## config.mk

```make
export PLATFORM = sky130hd
export DESIGN_NAME = mont_exp_ctrl
export DESIGN_NICKNAME = d
export VERILOG_FILES = /design/src/rtl/mont_pkg.sv /design/src/rtl/mm_handshake.sv /design/src/rtl/mont_exp_ctrl.sv
export SDC_FILE = /design/constraint.sdc
export NUM_CORES = 2
export LEC_CHECK = 0
export ABC_AREA = 1
export BUFFER_PORTS_ARGS = -buffer_cell sky130_fd_sc_hd__buf_2
export CAP_MARGIN = 20
export CORE_AREA = 5 5 451 453
export CTS_BUF_LIST = sky130_fd_sc_hd__clkbuf_8
export DETAILED_ROUTE_END_ITERATION = 8
export DIE_AREA = 0 0 456 458
export PLACE_DENSITY = 0.59
export SLEW_MARGIN = 20
export SYNTH_ARGS = -nofsm -noshare
export SYNTH_HDL_FRONTEND = slang
export SYNTH_SLANG_ARGS = --single-unit
```

## constraint.sdc

```tcl
create_clock -name clk -period 2.4 [get_ports clk]
set_input_delay 0.36 -clock clk [delete_from_list [all_inputs] [get_ports clk]]
set_output_delay 0.36 -clock clk [all_outputs]
set_load 0.03 [all_outputs]
```

## src/rtl/mont_pkg.sv

```systemverilog
// Shared constants and encodings for the P-192 Montgomery exponentiation datapath.
// Contents:
//   K, LOGK          operand width and exponent bit-index width
//   M                P-192 prime
//   R_MOD_M          2^K mod M (Montgomery one)
//   R2_MOD_M         2^2K mod M (converts a plain residue into the Montgomery domain)
//   main_state_e     sequencer main-state encoding
//   hs_phase_e       per-multiplication handshake phases
package mont_pkg;

  localparam int unsigned K    = 192;
  localparam int unsigned LOGK = 8;

  localparam logic [K-1:0] M =
      192'hffff_ffff_ffff_ffff_ffff_ffff_ffff_fffe_ffff_ffff_ffff_ffff;
  localparam logic [K-1:0] R_MOD_M  = 192'h1_0000_0000_0000_0001;
  localparam logic [K-1:0] R2_MOD_M = 192'h1_0000_0000_0000_0002_0000_0000_0000_0001;

  typedef enum logic [2:0] {
    StIdle,
    StToM,
    StSqr,
    StMul,
    StFromM,
    StFin
  } main_state_e;

  typedef enum logic [1:0] {
    PhIdle,
    PhPrep,
    PhIssue,
    PhWait
  } hs_phase_e;

endpackage

```

## src/rtl/mm_handshake.sv

```systemverilog
// Runs one Montgomery multiplication on the shared bit-serial multiplier.
// Ports:
//   clk, reset      clock, synchronous active-high reset
//   req             one-cycle request; accepted only while idle, latches a/b
//   a, b            operands for the requested multiplication
//   mm_done, mm_z   multiplier status and result
//   mm_x, mm_y      operands to the multiplier, held from PREP through WAIT
//   mm_start        multiplier start
//   ack             one-cycle pulse; z_q holds the product from that cycle on
//   z_q             captured product
module mm_handshake
  import mont_pkg::*;
(
  input  logic         clk,
  input  logic         reset,
  input  logic         req,
  input  logic [K-1:0] a,
  input  logic [K-1:0] b,
  input  logic         mm_done,
  input  logic [K-1:0] mm_z,
  output logic [K-1:0] mm_x,
  output logic [K-1:0] mm_y,
  output logic         mm_start,
  output logic         ack,
  output logic [K-1:0] z_q
);

  hs_phase_e phase_q;
  logic      prep_cnt_q;

  always_ff @(posedge clk) begin
    if (reset) begin
      phase_q    <= PhIdle;
      prep_cnt_q <= 1'b0;
      mm_x       <= '0;
      mm_y       <= '0;
      mm_start   <= 1'b0;
      ack        <= 1'b0;
      z_q        <= '0;
    end else begin
      ack <= 1'b0;
      unique case (phase_q)
        PhIdle: begin
          if (req) begin
            mm_x       <= a;
            mm_y       <= b;
            prep_cnt_q <= 1'b0;
            phase_q    <= PhPrep;
          end
        end
        // Keep start low for at least two cycles so the multiplier can arm itself.
        PhPrep: begin
          prep_cnt_q <= 1'b1;
          if (prep_cnt_q && mm_done) begin
            mm_start <= 1'b1;
            phase_q  <= PhIssue;
          end
        end
        // The multiplier acknowledges by dropping done; it may take several cycles.
        PhIssue: begin
          if (!mm_done) begin
            mm_start <= 1'b0;
            phase_q  <= PhWait;
          end
        end
        PhWait: begin
          if (mm_done) begin
            z_q     <= mm_z;
            ack     <= 1'b1;
            phase_q <= PhIdle;
          end
        end
        default: phase_q <= PhIdle;
      endcase
    end
  end

endmodule

```

## src/rtl/mont_exp_ctrl.sv

```systemverilog
// Modular exponentiation sequencer: result = base^exp mod M, left-to-right square-and-multiply
// over all K exponent bits, using one shared Montgomery multiplier (z = x*y*2^-K mod M).
// Ports:
//   clk, reset          clock, synchronous active-high reset
//   start               begin an operation (sampled only when idle)
//   base, exp           operands, latched on an accepted start
//   busy                high from the cycle after an accepted start until done
//   done                one-cycle pulse, result valid
//   result              base^exp mod M, held until the next accepted start
//   mm_x, mm_y, mm_start  multiplier operands and start
//   mm_done, mm_z       multiplier status and result
module mont_exp_ctrl
  import mont_pkg::*;
(
  input  logic         clk,
  input  logic         reset,
  input  logic         start,
  input  logic [K-1:0] base,
  input  logic [K-1:0] exp,
  output logic         busy,
  output logic         done,
  output logic [K-1:0] result,
  output logic [K-1:0] mm_x,
  output logic [K-1:0] mm_y,
  output logic         mm_start,
  input  logic         mm_done,
  input  logic [K-1:0] mm_z
);

  main_state_e     state_q;
  logic [K-1:0]    base_q;
  logic [K-1:0]    exp_q;
  logic [K-1:0]    bm_q;   // base in the Montgomery domain
  logic [K-1:0]    acc_q;  // running accumulator, Montgomery domain
  logic [K-1:0]    res_q;  // accumulator converted back to a plain residue
  logic [LOGK-1:0] idx_q;
  logic            issued_q;

  logic         req;
  logic         ack;
  logic [K-1:0] hs_a;
  logic [K-1:0] hs_b;
  logic [K-1:0] hs_z;

  always_comb begin
    hs_a = '0;
    hs_b = '0;
    unique case (state_q)
      StToM: begin
        hs_a = base_q;
        hs_b = R2_MOD_M;
      end
      StSqr: begin
        hs_a = acc_q;
        hs_b = acc_q;
      end
      StMul: begin
        hs_a = acc_q;
        hs_b = bm_q;
      end
      // Multiplying by plain 1 strips the 2^K factor.
      StFromM: begin
        hs_a = acc_q;
        hs_b = K'(1);
      end
      default: ;
    endcase
  end

  // One request per multiplying state; issued_q blocks re-requests until the ack.
  assign req = !issued_q && (state_q inside {StToM, StSqr, StMul, StFromM});

  mm_handshake u_mm_handshake (
    .clk      (clk),
    .reset    (reset),
    .req      (req),
    .a        (hs_a),
    .b        (hs_b),
    .mm_done  (mm_done),
    .mm_z     (mm_z),
    .mm_x     (mm_x),
    .mm_y     (mm_y),
    .mm_start (mm_start),
    .ack      (ack),
    .z_q      (hs_z)
  );

  always_ff @(posedge clk) begin
    if (reset) begin
      state_q  <= StIdle;
      base_q   <= '0;
      exp_q    <= '0;
      bm_q     <= '0;
      acc_q    <= '0;
      res_q    <= '0;
      idx_q    <= '0;
      issued_q <= 1'b0;
      busy     <= 1'b0;
      done     <= 1'b0;
      result   <= '0;
    end else begin
      done <= 1'b0;
      if (req) begin
        issued_q <= 1'b1;
      end
      unique case (state_q)
        StIdle: begin
          if (start) begin
            base_q  <= base;
            exp_q   <= exp;
            idx_q   <= LOGK'(K - 1);
            acc_q   <= R_MOD_M;
            busy    <= 1'b1;
            state_q <= StToM;
          end
        end
        StToM: begin
          if (ack) begin
            bm_q     <= hs_z;
            issued_q <= 1'b0;
            state_q  <= StSqr;
          end
        end
        StSqr: begin
          if (ack) begin
            acc_q    <= hs_z;
            issued_q <= 1'b0;
            if (exp_q[idx_q]) begin
              state_q <= StMul;
            end else if (idx_q == '0) begin
              state_q <= StFromM;
            end else begin
              idx_q   <= idx_q - 1'b1;
              state_q <= StSqr;
            end
          end
        end
        StMul: begin
          if (ack) begin
            acc_q    <= hs_z;
            issued_q <= 1'b0;
            if (idx_q == '0) begin
              state_q <= StFromM;
            end else begin
              idx_q   <= idx_q - 1'b1;
              state_q <= StSqr;
            end
          end
        end
        StFromM: begin
          if (ack) begin
            res_q    <= hs_z;
            issued_q <= 1'b0;
            state_q  <= StFin;
          end
        end
        StFin: begin
          result  <= res_q;
          done    <= 1'b1;
          busy    <= 1'b0;
          state_q <= StIdle;
        end
        default: state_q <= StIdle;
      endcase
    end
  end

endmodule

```

* After elaboration in Yosys (flattened, before gate mapping)
Cells that the tools add are included.
Storage, ports and cells: bits in registers 1747, input bits 580, output and inout port bits 579, word-level logic and storage cells 106
Operators by class: add/sub/neg operators 1, $lt $le $gt $ge 1, equal/unequal tests 19, mux-type cells 38, bitwise gates (word level) 1, reduce and logical (&&, ||, !) cells 28
Operators with widths (count):
- $pmux W192 S2 | 2
- $pmux W192 S4 | 1
- $mux W192 | 2
- $mux W8 | 5
- $pmux W8 S3 | 1
- $mux W3 | 7
- $pmux W3 S5 | 1
- $reduce_and A2 Y1 | 7
- $ne A2 B1 Y1 const B | 6
- $mux W1 | 10
- $ne A2 B2 Y1 const B | 5
- $reduce_and A5 Y1 | 2
- $lt A8 B9 Y1 const B | 1
- $bmux W1 S8 | 1
- $logic_not A8 Y1 | 1
- $mux W2 | 4
- $pmux W2 S4 | 1
- $reduce_bool A2 Y1 | 4
- $sub A8 B1 Y8 const B | 1
- $eq A3 B2 Y1 const B | 2
- $eq A3 B3 Y1 const B | 2
- $pmux W1 S2 | 3
- $reduce_and A3 Y1 | 2
- $eq A2 B2 Y1 const B | 2
- other kinds (13) | 15

* Longest topological paths before layout
depth after elaboration 6, mapped depth 20, mapped depth without buffers 18

* Hierarchy
From an unflattened synthesis, not the netlist that was laid out.
Second synthesis, totals: cell total of the unflattened synthesis 9012, area total of the unflattened synthesis 67793.8 um^2
By module, submodules not included:
- mont_exp_ctrl | times used 1, cells an instance 6468, area an instance 47440.5 um^2, seq. area each 23342.4 um^2
- mm_handshake | times used 1, cells an instance 2544, area an instance 20353.3 um^2, seq. area each 11631.2 um^2

* Least setup slack after synthesis
Ideal clock, no wire load.
path kind flip-flop to flip-flop, from register idx_q[0], to register idx_q[6], setup time 128 ps, arrival 2138 ps, required time 2272 ps, slack 135 ps, stages on the path, launching flop included 21, buffers on the path 3, period minus slack after synthesis 2265 ps, cell sequence dfxtp_1 -> buf_4 -> inv_2 -> buf_2 -> buf_2 -> ha_1 -> nand2_1 -> nor2_1 -> inv_1 -> nor2_1 -> inv_1 -> nor2_1 -> inv_1 -> nor2_1 -> nand2_1 -> inv_1 -> a21oi_2 -> nand2_2 -> nand2_1 -> nand2_1 -> nor2_1
On the way: longest elaborated chain between the ends 5, elaborated cells between the ends (all ways) 11, classes of those cells 1 x add/sub; 1 x eq/ne; 7 x mux; 2 x reduce/logical
RTL lines:
- start: declaration | RTL line mont_exp_ctrl.sv:36 | logic [LOGK-1:0] idx_q;
- start signal: assignment | RTL line mont_exp_ctrl.sv:111 | idx_q <= LOGK'(K - 1);
- start signal: assignment | RTL line mont_exp_ctrl.sv:133 | idx_q <= idx_q - 1'b1;
- start signal: assignment | RTL line mont_exp_ctrl.sv:145 | idx_q <= idx_q - 1'b1;
- branches (longest 5 deep; another with $bmux W1 S8)
Parallel ways; which one is timed is not known. The select of a mux whose other input is x is not followed. A chain may end at the register's enable or synchronous reset.

* Worst setup path after layout
from register state_q[0], to register base_q[171]
On the way: longest elaborated chain between the ends 2
RTL lines:
- start: declaration | RTL line mont_exp_ctrl.sv:30 | main_state_e state_q;
- start signal: assignment | RTL line mont_exp_ctrl.sv:90 | state_q <= StIdle;
- start signal: assignment | RTL line mont_exp_ctrl.sv:114 | state_q <= StToM;
- start signal: assignment | RTL line mont_exp_ctrl.sv:121 | state_q <= StSqr;
- $logic_not A3 Y1 | RTL line mont_exp_ctrl.sv:106 | unique case (state_q)
- $reduce_and A2 Y1 (no source line)
- end signal: assignment | RTL line mont_exp_ctrl.sv:109 | base_q <= base;
- end: declaration | RTL line mont_exp_ctrl.sv:31 | logic [K-1:0] base_q;
No other way between the ends.

==> impl_metrics.yaml <==
placed_design:
  place.gp.congestion: 0.939
  port_buffers: 1158
  place_area_um2: 76000
  place_inst: 11800
  place_hpwl_um: 198000
  dp_slack_ns: 0.119
sta:
  slew_headroom_pct: 33.6
  period_needed_ns: 2.36
  period_share_pct: 98.2
  hold_viol: 0
  setup_ws_ns: 0.0428
  worstMarginPinSlew_ns: 0.995
  setup_violations: 0
  clock_skew_ns: 0.0736
  report.final.slew_viol_count: 0
  fmax_mhz: 424
  rsz0062_at_grt: "yes"
  tns_ns: 0
floorplan:
  io_pins: 1159
  die_h_um: 458
  dieWidth_um: 456
  start_util_pct: 33.2
  coreArea_um2: 199000
  die-area_um2: 209000
  placementRows: 164
global_routing:
  antenna_found_initial: 32
  grt_pass1_wl_um: 426000
  grt_usage_pct: 26.3
  grt_max_degree: 179
  grt_pass1_vias: 65700
  overflow: 0
outcome:
  status: "finished clean"
flow_run:
  maxCapViolations: 0
drt:
  drt-met1-wl_um: 117000
  routed_wl_um: 291000
  top_layer: "met5"
  wl_met3_um: 21500
  via_per_inst: 5.27
  ant_nets: 0
  via_count: 68700
  drc: 0
  drt_iter0_drc: 6811
  wire_per_inst_um: 22.3
  first_pass_iters: 6
  dr_wl_met2_um: 131000
final_layout:
  area_delta_synth_final_pct: 35.0
  final_util_pct: 44.9
  drive_above_1_share_pct: 18.6
  nNetsFinal: 10700
  stdcell_count: 13000
  final_area_um2: 89300
logic_synthesis:
  yosysSeqAreaShare_pct: 52.9
  synth_compound_area_share_pct: 25.6
  synthSimpleGateAreaFrac_pct: 13.2
  synth_cell_type_count: 29
  netlist_area_um2: 66100
  ys_warn_count: 0
  synthXorXnorAreaFrac_pct: 0.0133
  synth_top_family_by_area: "compound AO/OA/AOI/OAI gates"
  synthAdderAreaFrac_pct: 0.0946
  ys_ff_latch: 1747
  synth-edff-count: 0
  syn_area_per_cell_um2: 7.84
  async_flop_share_pct: 0
  synthFlopType: "dfxtp_1"
  syn_nets: 9015
  synthesis.instances: 8430
  synthMuxAreaShare_pct: 0
clocking:
  cts_root_buf: "clkbuf_8"
  htree_levels: 5
  cts.reportedPaths.clkPinSlew_ns: 0.06
  cts_buffers: 317
  clockBufferDepth: 4
  clk_latency_ns: 1.06
  cts_tree: "yes"
  cts_num_sinks: 1747
pwr:
  seq_power_share_pct: 37.2
  p_clk_share_pct: 24.8
  power-per-cell-area_nw_per_um2: 1230
  leakagePower_nw: 34.9
  p_int_w: 0.0639
  p_sw_w: 0.0462
  combPwrFrac_pct: 38.0
  swShare_pct: 41.9
  ir_drop_uv: 1060
setup_path:
  critPathArrivalTime_ns: 3.29
  r2r_cells: 10
  crit_end: "base_q[171]"
  cp_max_fo: 15
  critPathMaxStageDelay_ns: 0.56
  critPathRequiredTime_ns: 3.33
  cp-start-kind: "flip-flop"
  crit_top_cell: "buf_12"
  path_class: "flip-flop to flip-flop"
  regToRegSetupSlack_ns: 0.04
  path_cells: "nor2_2, inv_2, nor2_4, nand2_4, buf_12, buf_12, buf_4, o21ai_0, a21oi_1, dlygate4sd3_1"
  rr_endpoint: "base_q[171]"
  crit_path_end_kind: "flip-flop"
  crit_slowest_cell: "dlygate4sd3_1"
  r2r_start: "state_q[0]"
  critPathLaunch: "state_q[0]"
worst_hold_path:
  min_path_type: "input port to flip-flop"
-- worst min-delay path by stage --
stage	startpoint	endpoint	slack (ns)	cells after the start
2_1_floorplan	bm_q[100]	bm_q[100]	0.42	2
3_3_place_gp	bm_q[3]	bm_q[3]	0.43	2
3_5_place_dp	bm_q[63]	bm_q[63]	0.43	2
4_1_cts	mm_z[142]	u_mm_handshake.z_q[142]	0.00001	4
5_1_grt	mm_z[166]	u_mm_handshake.z_q[166]	0.04	4
6_report	mm_z[142]	u_mm_handshake.z_q[142]	0.12	4
-- area by class of cell --
cell class                 instances  area [um2]
fill                           19300      110000
tap                             2656        3320
sequential                      1747       35000
clock buffer                     389        5350
clock inverter                   134         631
timing repair buffer            2167       16700
antenna                           27        67.6
multi-input combinational       5271       25800
inverter                         633        2420
-- repair_timing --
item / in CTS / in global routing
setup buffers: 0 / 3
resized for setup: 0 / 24
hold endpoints to repair: 745 / 0
setup endpoints to repair: 0 / 159
hold buffers: 703 / 0
-- cell families after synthesis --
group           Yosys count
simple gates           2082
compound gates         3183
buf+inv                1412
xor+xnor                  1
fa+ha+maj                 5
flops                  1747
-- per-stage QoR --
stage / hold slack (ns) / total power (W)
3_3_place_gp: 0.429 / 0.0806
6_report: 0.124 / 0.110
5_1_grt: 0.0446 / 0.116
4_1_cts: 0.0000142 / 0.110
3_5_place_dp: 0.434 / 0.0811
2_1_floorplan: 0.424 / 0.0642
-- cell usage after synthesis (all sizes together), types with 2 or more instances --
master     n  area (um2)
o21ai   1021        5110
a211oi   193        1450
dfxtp   1747       35000
clkinv     2        7.51
a31oi      4        25.0
o211ai     8        60.1
inv      631        2370
ha         5        62.6
nor3       4        31.3
buf      120         568
nor2     610        2290
nand2    767        2880
a22oi    184        1380
clkbuf   659        2470
nand4      3        18.8
o22ai      5        31.3
a21oi   1766        8840
nand3    697        3490
-- cell usage in the layout (no fill, tap or decap), types with 4 or more instances in the layout --
cell type	synthesis	routed
a211oi_1	193	193
a21oi_1	1765	1764
a22oi_1	184	184
a31oi_1	4	4
buf_12	0	111
buf_2	79	1156
buf_4	5	187
clkbuf_16	0	6
clkbuf_8	0	389
clkinv_2	0	19
clkinvlp_4	0	5
dfxtp_1	1747	1742
diode_2	0	27
dlygate4sd3_1	0	703
ha_1	5	5
inv_1	625	723
inv_2	6	5
inv_6	0	5
inv_8	0	6
nand2_1	765	755
nand2_2	2	7
nand2_4	0	5
nand3_1	697	697
nor2_1	608	602
nor2_4	0	6
o211ai_1	8	8
o21ai_0	1021	1018
o22ai_1	5	5
-- per-layer routing --
layer  vias up  GRT usage [%]
li1      32100              -
met1     32600           33.0
met2      3253           41.1
met3       758           5.36
met4         8           17.3
met5         -              0
-- state kept, by name, summed over array words and instances (netlist names), named ones only --
signal / count
u_mm_handshake.mm_start: 1
base_q: 192
res_q: 192
idx_q: 8
u_mm_handshake.mm_x: 192
busy: 1
bm_q: 192
u_mm_handshake.prep_cnt_q: 1
acc_q: 192
u_mm_handshake.z_q: 192
state_q: 3
result: 192
u_mm_handshake.mm_y: 192
exp_q: 192
done: 1
u_mm_handshake.phase_q: 2
u_mm_handshake.ack: 1
-- worst max-delay path, delay by kind of cell (launching register included) --
family | cells | cell delay, ns
AOI/OAI and AO/OA | 2 | 0.28
and+or+nand+nor | 3 | 0.43
DFF | 1 | 0.37
buffers and inverters | 5 | 1.14
-- power by group through the flow --
stage,logic [W],clock network [W],registers (W)
2_1_floorplan,0.0182,0,0.0459
6_report,0.0419,0.0273,0.0409
5_1_grt,0.0450,0.0293,0.0414
4_1_cts,0.0412,0.0279,0.0407
3_3_place_gp,0.0394,0,0.0412
3_5_place_dp,0.0398,0,0.0412
Note: power is estimated with default switching activity, not from simulation.
